===== src/rtl/sram_byte_streamer.sv =====
// sram_byte_streamer: reads consecutive SRAM words and hands them out one
// byte lane at a time over a valid/ready link, with optional block pauses,
// a frame-length stop and a synchronous restart.
module sram_byte_streamer #(
  parameter int unsigned DATA_W      = 16,
  parameter int unsigned BYTE_W      = 8,
  parameter int unsigned ADDR_W      = 19,
  parameter int unsigned CNT_W       = 20,
  parameter int unsigned TOTAL_BYTES = 200000,
  parameter int unsigned PAUSE_WORDS = 512,
  parameter int unsigned RD_LAT      = 1,
  parameter int unsigned MSB_FIRST   = 1
) (
  input  logic              clk,
  input  logic              rst_n,
  input  logic              start,
  input  logic              restart,
  input  logic              resume,
  output logic [BYTE_W-1:0] out_data,
  output logic              out_valid,
  input  logic              out_ready,
  output logic [ADDR_W-1:0] sram_addr,
  output logic              sram_sel,
  output logic              sram_rd,
  output logic              sram_wr,
  input  logic [DATA_W-1:0] sram_rdata,
  output logic              pause,
  output logic              finish,
  output logic [CNT_W-1:0]  byte_count
);

  localparam int unsigned N      = DATA_W / BYTE_W;
  localparam int unsigned IDX_W  = (N > 1) ? $clog2(N) : 1;
  localparam int unsigned LAT_W  = (RD_LAT > 1) ? $clog2(RD_LAT) : 1;
  // Divisor kept non-zero so the modulo stays legal when pausing is disabled.
  localparam int unsigned PW_DIV = (PAUSE_WORDS == 0) ? 1 : PAUSE_WORDS;

  typedef enum logic [2:0] {
    S_IDLE,
    S_READ,
    S_EMIT,
    S_PAUSE,
    S_FINISH
  } state_t;

  state_t             state_q, state_d;
  logic [IDX_W-1:0]   idx_q, idx_d;
  logic [LAT_W-1:0]   lat_q, lat_d;
  logic [DATA_W-1:0]  word_q, word_d;
  logic [ADDR_W-1:0]  addr_d;
  logic [CNT_W-1:0]   cnt_d;

  // Picks the byte lane for output position i according to the byte order.
  function automatic logic [BYTE_W-1:0] lane_sel(input logic [DATA_W-1:0] w,
                                                 input logic [IDX_W-1:0]  i);
    int unsigned lane;
    lane = (MSB_FIRST != 0) ? (N - 32'd1 - 32'(i)) : 32'(i);
    return BYTE_W'(w >> (lane * BYTE_W));
  endfunction

  assign sram_wr = 1'b0;

  // Next-state and datapath update; restart overrides everything else.
  always_comb begin
    state_d = state_q;
    idx_d   = idx_q;
    lat_d   = lat_q;
    word_d  = word_q;
    addr_d  = sram_addr;
    cnt_d   = byte_count;

    case (state_q)
      S_IDLE: begin
        if (start) state_d = S_READ;
      end
      S_READ: begin
        if (lat_q == LAT_W'(RD_LAT - 1)) begin
          word_d  = sram_rdata;
          idx_d   = '0;
          lat_d   = '0;
          state_d = S_EMIT;
        end else begin
          lat_d = lat_q + LAT_W'(1);
        end
      end
      S_EMIT: begin
        if (out_ready) begin
          cnt_d = byte_count + CNT_W'(1);
          idx_d = idx_q + IDX_W'(1);
          if (cnt_d == CNT_W'(TOTAL_BYTES)) begin
            state_d = S_FINISH;
          end else if (idx_q == IDX_W'(N - 1)) begin
            idx_d  = '0;
            addr_d = sram_addr + ADDR_W'(1);
            if ((PAUSE_WORDS != 0) && ((32'(addr_d) % PW_DIV) == 32'd0))
              state_d = S_PAUSE;
            else if (start)
              state_d = S_READ;
            else
              state_d = S_IDLE;
          end
        end
      end
      S_PAUSE: begin
        if (resume) state_d = start ? S_READ : S_IDLE;
      end
      S_FINISH: begin
        state_d = S_FINISH;
      end
      default: begin
        state_d = S_IDLE;
      end
    endcase

    if (restart) begin
      state_d = S_IDLE;
      idx_d   = '0;
      lat_d   = '0;
      addr_d  = '0;
      cnt_d   = '0;
    end
  end

  // State, datapath and registered outputs derived from the next state.
  always_ff @(posedge clk) begin
    if (!rst_n) begin
      state_q    <= S_IDLE;
      idx_q      <= '0;
      lat_q      <= '0;
      word_q     <= '0;
      sram_addr  <= '0;
      byte_count <= '0;
      out_data   <= '0;
      out_valid  <= 1'b0;
      sram_sel   <= 1'b0;
      sram_rd    <= 1'b0;
      pause      <= 1'b0;
      finish     <= 1'b0;
    end else begin
      state_q    <= state_d;
      idx_q      <= idx_d;
      lat_q      <= lat_d;
      word_q     <= word_d;
      sram_addr  <= addr_d;
      byte_count <= cnt_d;
      out_data   <= lane_sel(word_d, idx_d);
      out_valid  <= (state_d == S_EMIT);
      sram_sel   <= (state_d == S_READ);
      sram_rd    <= (state_d == S_READ);
      pause      <= (state_d == S_PAUSE);
      finish     <= (state_d == S_FINISH);
    end
  end

endmodule


===== config.mk =====
export PLATFORM = sky130hd
export DESIGN_NAME = sram_byte_streamer
export DESIGN_NICKNAME = d
export VERILOG_FILES = /design/src/rtl/sram_byte_streamer.sv
export SDC_FILE = /design/constraint.sdc
export NUM_CORES = 1
export LEC_CHECK = 0
export CORE_UTILIZATION = 25
export DETAILED_ROUTE_END_ITERATION = 16
export SETUP_SLACK_MARGIN = 0.3
export SLEW_MARGIN = 20
export SYNTH_ARGS = -nofsm -noshare
export SYNTH_HDL_FRONTEND = slang
export SYNTH_SLANG_ARGS = --single-unit

===== constraint.sdc =====
create_clock -name clk -period 5.6 [get_ports clk]
set_input_delay 1.4 -clock clk [delete_from_list [all_inputs] [get_ports clk]]
set_output_delay 1.4 -clock clk [all_outputs]
set_load 0.02 [all_outputs]

== Yosys cells after proc, flatten, opt, wreduce, memory -nomap -nowiden ==
Cells that the tools add are included.

* Register bits after elaboration: 72
* Input port bits: 22
* Output and inout port bits: 53
* Word-level logic and storage cells: 52

* $add $sub $neg: 5
* Eq/ne operators: 9
* Shift-type cells: 1
* Mux-type cells: 19
* Bitwise operators: 2
* Reductions and logical operators: 5

{| class="wikitable"
|+ Operators with widths
! kind !! count
|-
| $logic_not 32->1 || 1
|-
| $mux 16 || 2
|-
| $shr 16x32->8 || 1
|-
| $mux 3 || 7
|-
| $add 20x1->20 const B || 1
|-
| $eq 20x18->1 const B || 1
|-
| $add 19x1->19 const B || 1
|-
| $pmux 3 s5 || 1
|-
| $eq 3x2->1 const B || 4
|-
| $mux 1 || 7
|-
| $eq 3x1->1 const B || 2
|-
| $eq 3x3->1 const B || 2
|-
| $reduce_and 4->1 || 1
|-
| $logic_not 3->1 || 1
|-
| $add 1x1->1 const B || 2
|-
| $mux 2 || 1
|-
| $not 1->1 || 2
|-
| $pmux 1 s2 || 1
|-
| $reduce_and 2->1 || 1
|-
| $reduce_or 2->1 || 1
|-
| $sub 1x1->2 const A || 1
|}

== Longest topological paths before layout ==
* Depth after elaboration: 9
* Depth in mapped cells: 11
* Gate-level depth less buffers: 8

== Least setup slack after synthesis ==
OpenSTA, ideal clock, no wires.

* Path type: input to register
* Start point: input out_ready
* End point: register sram_addr[3]
* Setup time: 0.066 ns
* Arrival time: 2.815 ns
* Data required time: 5.534 ns
* Slack: 2.719 ns
* Stages: 5
* Buffers on the path: 1
* Cell sequence: nor4b_4 nand2_1 clkbuf_1 or4_2 a21oi_2

* Word-level cells in the longest chain between the ends: 1

{| class="wikitable"
|+ RTL lines
! what !! RTL line !! text
|-
| start, declared || 21 || <nowiki>input logic out_ready,</nowiki>
|-
| $reduce_and 4->1 (no source line) || n/a ||
|-
| end signal, assigned || 144 || <nowiki>sram_addr <= addr_d;</nowiki>
|-
| end, declared || 22 || <nowiki>output logic [ADDR_W-1:0] sram_addr,</nowiki>
|}

No other way between the ends.
A chain may end at the register's enable or synchronous reset.

== Worst setup path in the final report ==
* Start point: input out_ready
* End point: register sram_addr[17]

Same word-level chain as after synthesis.

==> flow_summary.ini <==
[status]
status = complete, no violations

[clock_tree]
cts.htree.levels = 3
clk_latency_ns = 0.33
clock-root-buffer = clkbuf_16
cts_made_buffers = 9
clock_path_buffers = 2
ctsResizeCount = 0
post_cts_buffers = 0
cts.clk_slew.worst_paths_ns = 0.06
cts_sinks = 71
postCtsHoldBufs = 0
cts_tree = built

[sta]
finalSetupViolCount = 0
fin_ws_ns = 1.84
maxSlewViolCount = 0
fin_crit_sh = 0.671
timing.fmax_mhz = 266
clock_skew_ns = 0.00652
setup_tns_ns = 0
period_needed_ns = 3.76
hold_viol = 0
relSlewSlack = 0.354
rsz0062_at_grt = no
worstMarginPinSlew_ns = 0.969

[worst_setup_path]
critPathTopFamily = simple AND/OR/NAND/NOR gates
cp_num_cells = 7
worstPathRequired_ns = 5.86
r2r_end = sram_addr[7]$_SDFFE_PP0P_
rr_worst_depth = 9
path_cells = clkdlybuf4s50_1 > nor4b_4 > buf_4 > nand2_1 > or3_1 > or4_1 > o21ai_1
cp-startpoint = out_ready
start_kind = input pin
critPathBufInv = 2
max_stage_delay_ns = 0.59
crit_arrival_ns = 4.02
crit_end = sram_addr[17]$_SDFFE_PP0P_
cpMaxStageDelayCell = nand2_1
end_kind = flip-flop
reg2reg_slack_ns = 2.28
r2r_start = byte_count[0]$_SDFFE_PP0P_
worstSetupPathType = in -> reg
critPathMaxFanout = 31

[synth]
netlist_instances = 423
synthFlopType = dfxtp_1
yosysWarnings = 0
async_flop_share = 0
ys_seq_elements = 71
synth_top_area_cell = dfxtp_1
synth_edf_count = 0
synth_top_area_frac = 0.384
syn_avg_cell_area_sq_um = 8.76
synthTopCellsByArea = dfxtp_1 (38%), nor2_1 (5.3%), nand2_1 (4.4%)
synth_area_sq_um = 3700
syn_nets = 448
ys_seq_area_frac = 0.384
synth_cell_types = 66

[finish]
nNetsFinal = 506
finalInstanceArea_sq_um = 4740
diodes = 0
syn2layout_area_growth_pct = 28.0
utilization = 0.328
drive_above_1_share = 0.0967

[floorplan]
rows = 44
fp.dieH_microns = 124
die_area_sq_um = 15300
initial_core_util = 0.256
ios = 75
fp.coreArea_sq_um = 14500
die_x_microns = 124

[global_routing]
antenna_found_initial = 0
grt_pass1_vias = 3212
grt.total_usage = 0.132
grt_pass1_wl_microns = 15500
grt_overflow_total = 0
grt_max_degree = 32

[pwr]
power_frac_comb = 0.047
switchingPower_w = 0.000251
p_int_w = 0.000897
p_clk_frac = 0.504
swShare = 0.219
seqPwrFrac = 0.449
irDropWorstVdd_v = 0.000123
p_leak_nw = 1.58
powerDensity_nw_per_um2 = 242

[placement]
dpl_worst_slack_ns = 1.52
port_buffers = 73
place_area_sq_um = 4440
hpwl_microns = 6750
place.gp.congestion = 0.847

[detailed_routing]
vias = 3350
drt-initial-drc-count = 293
ant_nets = 0
drt-total-wl_microns = 9490
firstDrtPassIters = 4
drc = 0
vias_per_cell = 5.00
avgRoutedWirePerCell_microns = 14.2

[flow_run]
cap_violations = 0

[hold_path]
hp-class = reg -> reg
holdCritStartpoint = word_q[12]$_SDFF_PN0_
==> power groups by stage <==
stage	clock [W]	sequential [W]	combinational, W
2_1_floorplan	0	0.000529	0.0000251
3_3_place_gp	0	0.000526	0.0000541
3_5_place_dp	0	0.000526	0.0000544
4_1_cts	0.000597	0.000515	0.0000547
5_1_grt	0.000620	0.000516	0.0000592
6_report	0.000579	0.000515	0.0000541
==> final cells by class <==
type,count,area (sq um)
clock buffer,10,239
clock inverter,6,68.8
fill,1527,9740
inverter,6,22.5
multi-input combinational,317,2000
sequential,71,1420
tap,184,230
timing repair buffer,76,761
==> worst min-delay path, delay by kind of cell, from the launching register on <==
family	cells	cell delay, ns
compound gates	1	0.07
flops	1	0.30
simple gates	1	0.05
==> cells in the final DEF (no fill, tap or decap), drive strengths merged, types with 2 or more instances in the layout <==
cell type,instances
a211o,2
a21boi,2
a21oi,38
a31oi,2
and2,5
and3,10
and4,6
buf,3
clkbuf,10
clkdlybuf4s50,73
clkinv,4
dfxtp,71
ha,3
inv,6
mux2i,9
nand2,43
nand2b,6
nand3,20
nand4,12
nor2,55
nor3,8
nor3b,2
nor4,8
o211ai,2
o21a,2
o21ai,10
o221ai,2
o31ai,12
or3,9
or4,14
xnor2,5
xor2,16
==> state kept, by name, summed over array words and instances, names as in the netlist, 3 cells and up <==
register and cells:
byte_count 20, out_data 8, sram_addr 19, state_q 3, word_q 16
==> cell usage after synthesis (7+ instances only) <==
library cell,count
nand3_1,19
nand4_1,10
clkbuf_1,8
or4_1,13
xor2_1,16
nor3_1,7
or3_1,8
mux2i_1,9
a21oi_1,32
nor2_1,52
nor4_1,7
and3_1,7
o31ai_1,11
nand2_1,43
dfxtp_1,71
==> stage by stage <==
step | total power (W) | hold WS (ns) | instances
3_3_place_gp | 0.000580 | 0.449 | 653
6_report | 0.00115 | 0.463 | 670
2_1_floorplan | 0.000554 | 0.440 | 423
3_5_place_dp | 0.000581 | 0.453 | 654
4_1_cts | 0.00117 | 0.463 | 670
5_1_grt | 0.00119 | 0.486 | 670
==> worst min-delay path by stage <==
stage                                       end  slack (ns)  cells past startpoint
after global placement    word_q[10]$_SDFF_PN0_        0.45                      2
after detailed placement  word_q[11]$_SDFF_PN0_        0.45                      2
after floorplan           word_q[10]$_SDFF_PN0_        0.44                      2
after global routing       word_q[9]$_SDFF_PN0_        0.49                      2
final                     word_q[12]$_SDFF_PN0_        0.46                      2
after CTS                 word_q[11]$_SDFF_PN0_        0.46                      2
==> cells by family after synthesis <==
group	share of synthesized area
AO/OA/AOI/OAI	0.149
adder cells (fa/ha/maj)	0.0101
other	0.00101
buffers and inverters	0.0763
AND/OR/NAND/NOR	0.302
XOR/XNOR	0.0496
multiplexers	0.0284
flip-flops	0.384
==> routing by layer <==
| metal | part of all wire | global-route usage | vias to the layer above |
|---|---|---|---|
| met1 | 0.45 | 0.159 | 1592 |
| met3 | 0.062 | 0.0458 | 13 |
| met2 | 0.48 | 0.217 | 109 |
| met4 | 0.015 | 0.0444 | 0 |
| met5 | 0 | 0 | - |
| li1 | - | - | 1636 |
Note: power is estimated with default switching activity, not from simulation.
